===== config.mk =====
export PLATFORM = sky130hd
export DESIGN_NAME = uart_tx_arbiter
export DESIGN_NICKNAME = d
export VERILOG_FILES = /design/src/rtl/uart_tx_arb_pkg.sv /design/src/rtl/uart_tx_arbiter_rr_pick.sv /design/src/rtl/uart_tx_arbiter.sv
export SDC_FILE = /design/constraint.sdc
export NUM_CORES = 1
export LEC_CHECK = 0
export BUFFER_PORTS_ARGS = -buffer_cell sky130_fd_sc_hd__buf_2
export CAP_MARGIN = 20
export CORE_MARGIN = 2
export CORE_UTILIZATION = 44
export DETAILED_ROUTE_END_ITERATION = 8
export GPL_TIMING_DRIVEN = 0
export PLACE_DENSITY = 0.75
export SETUP_SLACK_MARGIN = 0.1
export SLEW_MARGIN = 20
export SYNTH_ARGS = -nofsm -noshare
export SYNTH_HDL_FRONTEND = slang
export SYNTH_HIERARCHICAL = 1
export SYNTH_SLANG_ARGS = --single-unit

===== constraint.sdc =====
create_clock -name clk -period 2.2 [get_ports clk]
set_input_delay 0.11 -clock clk [delete_from_list [all_inputs] [get_ports clk]]
set_output_delay 0.11 -clock clk [all_outputs]
set_load 0.005 [all_outputs]

===== src/rtl/uart_tx_arb_pkg.sv =====
// Shared types and default sizing for the UART transmitter arbiter.
package uart_tx_arb_pkg;

  typedef enum logic {
    IDLE = 1'b0,
    BUSY = 1'b1
  } arb_state_t;

  localparam int N_SRC       = 4;
  localparam int ARB_TIMEOUT = 1024;

endpackage


===== src/rtl/uart_tx_arbiter_rr_pick.sv =====
// Round-robin first-one search: lowest request index at or above ptr, modulo N.
module rr_pick #(
  parameter int N   = 4,
  parameter int IDW = $clog2(N)
) (
  input  logic [N-1:0]   req,
  input  logic [IDW-1:0] ptr,
  output logic [IDW-1:0] pick_id,
  output logic           pick_any
);

  logic [2*N-1:0] dbl;
  logic [IDW-1:0] off;
  logic [IDW:0]   sum;

  // Rotating the doubled vector puts the request at ptr into bit 0.
  always_comb begin
    dbl      = {req, req} >> ptr;
    off      = '0;
    pick_any = 1'b0;
    for (int k = N - 1; k >= 0; k--) begin
      if (dbl[k]) begin
        off      = IDW'(k);
        pick_any = 1'b1;
      end
    end
    sum = {1'b0, ptr} + {1'b0, off};
    if (sum >= (IDW+1)'(N)) begin
      sum = sum - (IDW+1)'(N);
    end
    pick_id = sum[IDW-1:0];
  end

endmodule


===== src/rtl/uart_tx_arbiter.sv =====
// Shares one UART byte transmitter among N message sources; a grant is held
// until the message's last byte is accepted or the source goes idle too long.
module uart_tx_arbiter
  import uart_tx_arb_pkg::*;
#(
  parameter int N       = N_SRC,
  parameter int TIMEOUT = ARB_TIMEOUT,
  parameter int IDW     = $clog2(N)
) (
  input  logic             clk,
  input  logic             rstn,
  input  logic [N-1:0]     src_vld,
  input  logic [N-1:0]     src_last,
  input  logic [8*N-1:0]   src_data,
  output logic [N-1:0]     src_rdy,
  output logic             vld_tx,
  output logic [7:0]       d_tx,
  input  logic             rdy_tx,
  output logic             gnt_valid,
  output logic [IDW-1:0]   gnt_id,
  output logic             timeout_pulse
);

  localparam int CW = (TIMEOUT > 0) ? $clog2(TIMEOUT + 1) : 1;

  arb_state_t     state, state_nxt;
  logic [IDW-1:0] ptr, ptr_nxt;
  logic [IDW-1:0] gnt_id_nxt;
  logic           gnt_valid_nxt;
  logic           pulse_nxt;
  logic [CW-1:0]  idle_cnt, idle_cnt_nxt;

  logic [IDW-1:0] pick_id;
  logic           pick_any;
  logic           sel_vld;
  logic           sel_last;
  logic           xfer;
  logic [IDW-1:0] ptr_inc;

  rr_pick #(.N(N), .IDW(IDW)) u_pick (
    .req      (src_vld),
    .ptr      (ptr),
    .pick_id  (pick_id),
    .pick_any (pick_any)
  );

  assign sel_vld  = src_vld[gnt_id];
  assign sel_last = src_last[gnt_id];
  assign d_tx     = src_data[{gnt_id, 3'b000} +: 8];
  assign xfer     = (state == BUSY) && sel_vld && rdy_tx;
  // Explicit wrap keeps non-power-of-two source counts correct.
  assign ptr_inc  = (gnt_id == IDW'(N - 1)) ? '0 : gnt_id + 1'b1;

  always_comb begin
    state_nxt     = state;
    ptr_nxt       = ptr;
    gnt_id_nxt    = gnt_id;
    gnt_valid_nxt = gnt_valid;
    pulse_nxt     = 1'b0;
    idle_cnt_nxt  = idle_cnt;
    vld_tx        = 1'b0;
    src_rdy       = '0;
    case (state)
      IDLE: begin
        idle_cnt_nxt = '0;
        if (pick_any) begin
          gnt_id_nxt    = pick_id;
          gnt_valid_nxt = 1'b1;
          state_nxt     = BUSY;
        end
      end
      BUSY: begin
        vld_tx          = sel_vld;
        src_rdy[gnt_id] = rdy_tx;
        if (xfer) begin
          idle_cnt_nxt = '0;
          if (sel_last) begin
            state_nxt     = IDLE;
            gnt_valid_nxt = 1'b0;
            ptr_nxt       = ptr_inc;
          end
        end else if (!sel_vld && (TIMEOUT != 0)) begin
          // Revoke one cycle early so the pulse lands exactly TIMEOUT cycles
          // after valid dropped; back-pressure (valid high) only holds the count.
          if (idle_cnt == CW'(TIMEOUT - 1)) begin
            state_nxt     = IDLE;
            gnt_valid_nxt = 1'b0;
            ptr_nxt       = ptr_inc;
            pulse_nxt     = 1'b1;
            idle_cnt_nxt  = '0;
          end else begin
            idle_cnt_nxt = idle_cnt + 1'b1;
          end
        end
      end
    endcase
  end

  always_ff @(posedge clk or negedge rstn) begin
    if (!rstn) begin
      state         <= IDLE;
      ptr           <= '0;
      gnt_id        <= '0;
      gnt_valid     <= 1'b0;
      timeout_pulse <= 1'b0;
      idle_cnt      <= '0;
    end else begin
      state         <= state_nxt;
      ptr           <= ptr_nxt;
      gnt_id        <= gnt_id_nxt;
      gnt_valid     <= gnt_valid_nxt;
      timeout_pulse <= pulse_nxt;
      idle_cnt      <= idle_cnt_nxt;
    end
  end

endmodule


# ---- After elaboration in Yosys (flattened, before gate mapping)
# Index checks and enable logic that the tools add are counted.
dict set report classes {
  n_reduce_logical 7
  add_sub_neg 4
  n_mux 42
  bitwise 2
  n_shift 2
  eq_ne 8
  order_cmp 3
}
# operator count
set ops {}
lappend ops {{two-way mux 11 bit} 3}
lappend ops {{indexed part select 32 x 6 -> 8 bit} 1}
lappend ops {{two-way mux 1 bit} 22}
lappend ops {{one-hot mux 11 bit (2 select lines)} 1}
lappend ops {{two-way mux 2 bit} 10}
lappend ops {{adder 11 x 1 -> 11 bit, second input constant} 1}
lappend ops {{== test 11 x 10 -> 1 bit, second input constant} 1}
lappend ops {{AND reduction 4 bit} 2}
lappend ops {{right shift 8 x 2 -> 4 bit} 1}
lappend ops {{AND 4 bit} 1}
lappend ops {{binary-select mux 1 bit (select 2 bit)} 2}
lappend ops {{two-way mux 4 bit} 1}
lappend ops {{!= test 2 bit, second input constant} 2}
lappend ops {{one-hot mux 1 bit (2 select lines)} 2}
lappend ops {{adder 2 x 2 -> 3 bit} 1}
lappend ops {{greater-or-equal comparator 3 bit, second input constant} 1}
lappend ops {{logical AND 1 bit} 3}
lappend ops {{less-than comparator 2 x 3 -> 1 bit, second input constant} 1}
lappend ops {{!= test 3 x 1 -> 1 bit, second input constant} 1}
lappend ops {{!= test 3 x 2 -> 1 bit, second input constant} 1}
lappend ops {{!= test 3 bit, second input constant} 1}
lappend ops {{adder 2 x 1 -> 2 bit, second input constant} 1}
lappend ops {{demux 1 bit (select 2 bit)} 1}
lappend ops {{== test 2 bit, second input constant} 1}
lappend ops {{other kinds (6)} 6}
dict set report word_totals {
  in_bits 43
  output_inout_bits 17
  wordCells 74
  reg_bits 18
}

# ---- Logic depth before layout (Yosys ltp)
dict set report depth {
  word_depth 8
  depth_mapped 9
  depth_no_buf 9
}

# ---- By module
# The synthesis kept the hierarchy.
# mod seq_area_each_um2 area_each_um2 cells_each n_inst
set modules_own_cells {}
lappend modules_own_cells {uart_tx_arbiter 450.4 1196.1 109 1}
lappend modules_own_cells {rr_pick 0.0 180.2 23 1}

# ---- Worst setup path after synthesis
# Ideal clock, no wire load.
dict set report synth_timing {
  path_kind {register to register}
  start {register gnt_id[0]}
  end {register idle_cnt[7]}
  stages_incl_launch_ff 7
  arrival_ns 1.817
  period_less_slack_ns 1.950
  n_path_buf 1
  setup_ns 0.133
  setup_slack_ns 0.250
  t_required_ns 2.067
  cell_sequence {dfrtp_1 -> mux4_2 -> and3b_1 -> clkbuf_2 -> nor4_1 -> xnor2_1 -> nor2_1}
}
dict set report synth_between {
  elab_chain_len 6
  elab_cells_between_ends 7
  cone_classes {eq/ne: 1; mux: 4; reduce/logical: 2}
}
# element line
set synth_rtl {}
lappend synth_rtl {{from (decl)} uart_tx_arbiter.sv:20} ;# output logic [IDW-1:0] gnt_id,
lappend synth_rtl {{from (signal assigned)} uart_tx_arbiter.sv:110} ;# gnt_id <= gnt_id_nxt;
lappend synth_rtl {{binary-select mux 1 bit (select 2 bit) (*)} uart_tx_arbiter.sv:47} ;# assign sel_vld = src_vld[gnt_id];
lappend synth_rtl {{two-way mux 1 bit (not written as such) (*)} uart_tx_arbiter.sv:47}
lappend synth_rtl {{logical AND 1 bit (2 in a row)} uart_tx_arbiter.sv:50} ;# assign xfer = (state == BUSY) && sel_vld && rdy_tx;
lappend synth_rtl {{two-way mux 11 bit} uart_tx_arbiter.sv:75} ;# if (xfer) begin
lappend synth_rtl {{one-hot mux 11 bit (2 select lines)} uart_tx_arbiter.sv:63} ;# case (state)
lappend synth_rtl {{to (signal assigned)} uart_tx_arbiter.sv:113} ;# idle_cnt <= idle_cnt_nxt;
lappend synth_rtl {{to (decl)} uart_tx_arbiter.sv:31} ;# logic [CW-1:0] idle_cnt, idle_cnt_nxt;
# Mark *: on every way between the ends. The rest lies on a longest branch, timed or not. The select of a mux whose other input is x is not followed.
# A chain may end at the register's enable or synchronous reset.

# ---- Worst setup path after layout
dict set report layout_timing {
  start {register idle_cnt[1]}
  end {register idle_cnt[7]}
}
dict set report layout_between {
  elab_chain_len 5
  elab_cells_between_ends 6
  cone_classes {add/sub: 1; eq/ne: 1; mux: 4}
}
# element line
set layout_rtl {}
lappend layout_rtl {{adder 11 x 1 -> 11 bit / == test 11 x 10 -> 1 bit (equally long branches)} {uart_tx_arbiter.sv:92, uart_tx_arbiter.sv:85}}
lappend layout_rtl {{two-way mux 11 bit (*)} uart_tx_arbiter.sv:85} ;# if (idle_cnt == CW'(TIMEOUT - 1)) begin
lappend layout_rtl {{two-way mux 11 bit (*)} uart_tx_arbiter.sv:82} ;# end else if (!sel_vld && (TIMEOUT != 0)) begin
lappend layout_rtl {{two-way mux 11 bit (*)} uart_tx_arbiter.sv:75}
lappend layout_rtl {{one-hot mux 11 bit (2 select lines) (*)} uart_tx_arbiter.sv:63}
# Marks and branches as above.

==> results.md <==
Run status:
- The flow ran to the end, and the final reports show no timing, DRC or antenna violations.

Global route:
- Entering global routing, the biggest net connects 19 pins.
- The number of antenna violations at the first check in global routing is 0.
- The via count of the first global-routing pass was 1345.
- The combined global-route utilization of all metal layers is 23.3%.
- The remaining global-route overflow is 0.
- The first global-routing pass estimated 6260 µm of wire.

CTS:
- TritonCTS built the clock tree.
- The library cell used as clock root buffer is sky130_fd_sc_hd__clkbuf_4.
- The clock sink total is 18.
- The post-CTS clock slew at the launch and capture registers of the worst setup and hold paths is 100 ps.
- The clock passes through at most 2 buffers.
- In this run the number of H-tree levels came out at 1.
- The insertion delay of the later-clocked pin in the worst-skew pair is 300 ps.
- The number of buffers added by the clock tree synthesis step is 3.

Setup path:
- The setup check on the worst reg-to-reg path leaves a slack of 190 ps.
- The largest fanout of any net on the critical path is 4.
- The delay contributed by the slowest stage of the critical path is 590 ps.
- The source of the worst register-to-register timing path is idle_cnt[1].
- By startpoint and endpoint, the worst setup path is classified as reg -> reg.
- The launching element type of the critical path is a register.
- In this run the critical register-to-register path is captured at idle_cnt[7].
- The kind of capture point of the worst setup path is a register.
- The worst-case reg-to-reg path depth is 6.
- STA puts the critical path data required time at 2400 ps.
- The critical path arrival is 2210 ps.
- Walking the worst path, the cells encountered are ha_1 > nand4_1 > or4b_1 > o211ai_1 > buf_4 > nor2_1.
- For this design, the slowest cell found on the critical path is sky130_fd_sc_hd__or4b_1.

Final layout:
- In the layout the commonest cells are sky130_fd_sc_hd__buf_2 (60), sky130_fd_sc_hd__dfrtp_1 (16), sky130_fd_sc_hd__nor2_1 (13).
- The share of cells above drive strength 1 is 45.7%.
- Relative to the synthesized area, the layout overhead comes to 31.3%.
- The antenna cell count is 0.
- The final layout net count is 247.
- The count of fill cells added during filler insertion is 265.
- The most common library cell in the layout ignoring fill and taps is sky130_fd_sc_hd__buf_2.

Placed design:
- The final RePlAce weighted congestion is 0.782.
- The number of buffers inserted by port buffering is 59.
- Before CTS, the worst setup slack after placement is 38.6 ps.
- The HPWL after detailed placement is 2960 µm.

Yosys:
- During synthesis, Yosys emitted a total of 6 warnings.
- A synthesized cell averages 10.4 µm².
- The synthesized design contains 18 register bits.
- Synthesis produced a netlist with a net count of 181.
- The register area share after synthesis is 32.7%.
- The number of flops mapped to enable cells by yosys is 0.
- The synthesized netlist occupies a cell area of 1380 µm².
- The async set or reset register ratio after synthesis is 100%.
- The most used flip-flop cell after synthesis is sky130_fd_sc_hd__dfrtp_1.
- The post-synthesis instance total is 132.
- The count of distinct cell types in the synthesized netlist is 44.

Power:
- Combinational logic is responsible for 57.2% of the overall power.
- The switching share of power is 40.2%.
- Per report_power, the clock group accounts for 12.0% of the total.
- The power density normalized to cell area is 968 nW/µm².
- Of the total power, registers draw 30.8%.
- The maximum ir drop on the vdd rail is 0.000642 V.
- The net switching component of the power is 702 µW.
- The leakage power is 0.844 nW.
- The internal power of the cells is 1.05 mW.

Timing:
- For the finished layout, the period the worst path requires is 2010 ps.
- Setup repair after global routing left no endpoint under its margin.
- The transition time at the pin with the least slew margin is 404 ps.
- Adding up every negative setup slack in the final design gives 0 ps.
- Measured against its own limit, the worst slew margin works out to 73.1%.
- The number of max-slew violations in the final report came to 0.
- Timing would allow up to 497 MHz.
- Setup violations remaining at the end of the flow were counted as 0.
- On the final layout, the worst clock skew is 1.84 ps.
- The setup slack of the critical path after layout is 187 ps.
- The number of hold violations in the final report was 0.
- The share of the clock period used by the worst path is 91.5%.

Drt:
- The total wirelength of the detailed-routed design is 3740 µm.
- Summing over every cut layer, the via total after detailed routing is 1346.
- The iteration-0 DRC count of the detailed router is 61.
- After detailed routing, the average wire length per cell comes to 16.3 µm.
- In the routed design, unresolved DRC markers number 0.
- In the routed layout, each cell is associated on average with a via count of 5.85.
- The first detailed-routing pass ran for 4 iterations.
- The detail route stage leaves a number of antenna-violating nets equal to 0.

Die:
- The die extent in y is 59.9 µm.
- For this configuration, the core starts out at a cell density of 45.8%.
- The count of standard-cell rows is 20.
- 60 I/O pins were placed.
- The area of the core is 3000 µm².
- The floorplan step set the die width to 59.9 µm.
- The die covers 3590 µm².

Run:
- The max-cap check violation count is 0.

Min path:
- The path type of the worst min-delay path is in -> async.
-- logic make-up (layout without fill, tap and decap cells) --
logic type / count (synthesis) / after routing / share of synthesized area, %
AO/OA/AOI/OAI: 19 / 19 / 10.5
XOR/XNOR: 8 / 8 / 5.09
adder cells (fa/ha/maj): 6 / 6 / 5.45
buffers and inverters: 10 / 75 / 2.91
flip-flops: 18 / 18 / 32.7
multiplexers: 16 / 16 / 21.4
AND/OR/NAND/NOR: 55 / 55 / 21.9
-- worst max-delay path by stage --
| stage | startpoint | end | slack (ps) | cells past startpoint |
|---|---|---|---|---|
| final | idle_cnt[1] | idle_cnt[7] | 190 | 6 |
| after global routing | idle_cnt[1] | idle_cnt[7] | 70 | 6 |
| after CTS | gnt_id[1] | ptr[0] | 110 | 6 |
| after detailed placement | gnt_id[1] | ptr[0] | 40 | 6 |
| after global placement | gnt_id[0] | idle_cnt[9] | 110 | 6 |
| after floorplan | gnt_id[0] | idle_cnt[7] | 250 | 6 |
-- synthesized netlist by cell type (all sizes together), types with 3 or more instances --
| cell | n | area (µm²) |
|---|---|---|
| xnor2 | 5 | 43.8 |
| nor3 | 3 | 15.0 |
| nand2b | 5 | 31.3 |
| o211ai | 3 | 27.5 |
| inv | 6 | 22.5 |
| nand4 | 4 | 25.0 |
| mux4 | 10 | 225 |
| xor2 | 3 | 26.3 |
| dfrtp | 18 | 450 |
| nor2b | 3 | 18.8 |
| a21oi | 3 | 15.0 |
| and3 | 4 | 25.0 |
| ha | 6 | 75.1 |
| nand2 | 10 | 37.5 |
| nor2 | 13 | 48.8 |
| mux2 | 4 | 48.8 |
| o21ai | 3 | 15.0 |
-- flip-flops by register name, summed over array words and instances (netlist names) --
name / flops
state: 1
idle_cnt: 11
gnt_valid: 1
ptr: 2
gnt_id: 2
timeout_pulse: 1
-- worst max-delay path: cells and delay by family (launching register included) --
family,cells,cell delay (ps)
AOI/OAI and AO/OA,1,260
and+or+nand+nor,3,880
buffers and inverters,1,170
adders and majority gates,1,210
DFF,1,400
-- stage by stage --
stage	std cells	util [%]	power (mW)	hold WS [ps]	cell area (µm²)
6_report	230	60.2	1.75	258	1810
4_1_cts	229	59.0	1.73	265	1770
5_1_grt	230	60.2	1.90	304	1810
3_5_place_dp	224	57.0	1.51	57.8	1710
2_1_floorplan	132	-	1.18	-186	1380
3_3_place_gp	224	57.0	1.45	48.3	1710
-- power groups by stage --
| stage | logic (mW) | registers [mW] | clock network, mW |
|---|---|---|---|
| after global routing | 1.11 | 0.562 | 0.228 |
| after global placement | 0.916 | 0.534 | 0 |
| after floorplan | 0.671 | 0.512 | 0 |
| after CTS | 0.978 | 0.537 | 0.211 |
| after detailed placement | 0.966 | 0.541 | 0 |
| final | 1.00 | 0.539 | 0.209 |
-- repair_timing --
item                                   4_1_cts  5_1_grt
resized for setup                            4        5
pin swaps                                    0        1
hold buffers                                 1        0
buffers inserted                             0        1
setup endpoints to repair                   14        7
endpoints found under the hold margin       18        0
-- final cells by class --
class                   count  area [µm²]  share of cell area, %
plain buffers               4        21.3                   1.18
clock buffers               4        36.3                   2.01
inverters                   6        22.5                   1.25
multi-input cells         104         920                   50.9
flip-flops and latches     18         453                   25.1
well taps                  33        41.3                   2.29
repair buffers             61         313                   17.3
-- layer usage --
layer  track usage (%)  vias up  share of wire [%]  wire length [µm]
met5                 0        -                  0                 0
met4              5.71        0                2.4                91
met3              4.76       12                3.3               123
met2              39.8       23                 53              1990
met1              30.1      683                 41              1540
li1                  -      628                  -                 -
Power figures use the tool's default switching activity.
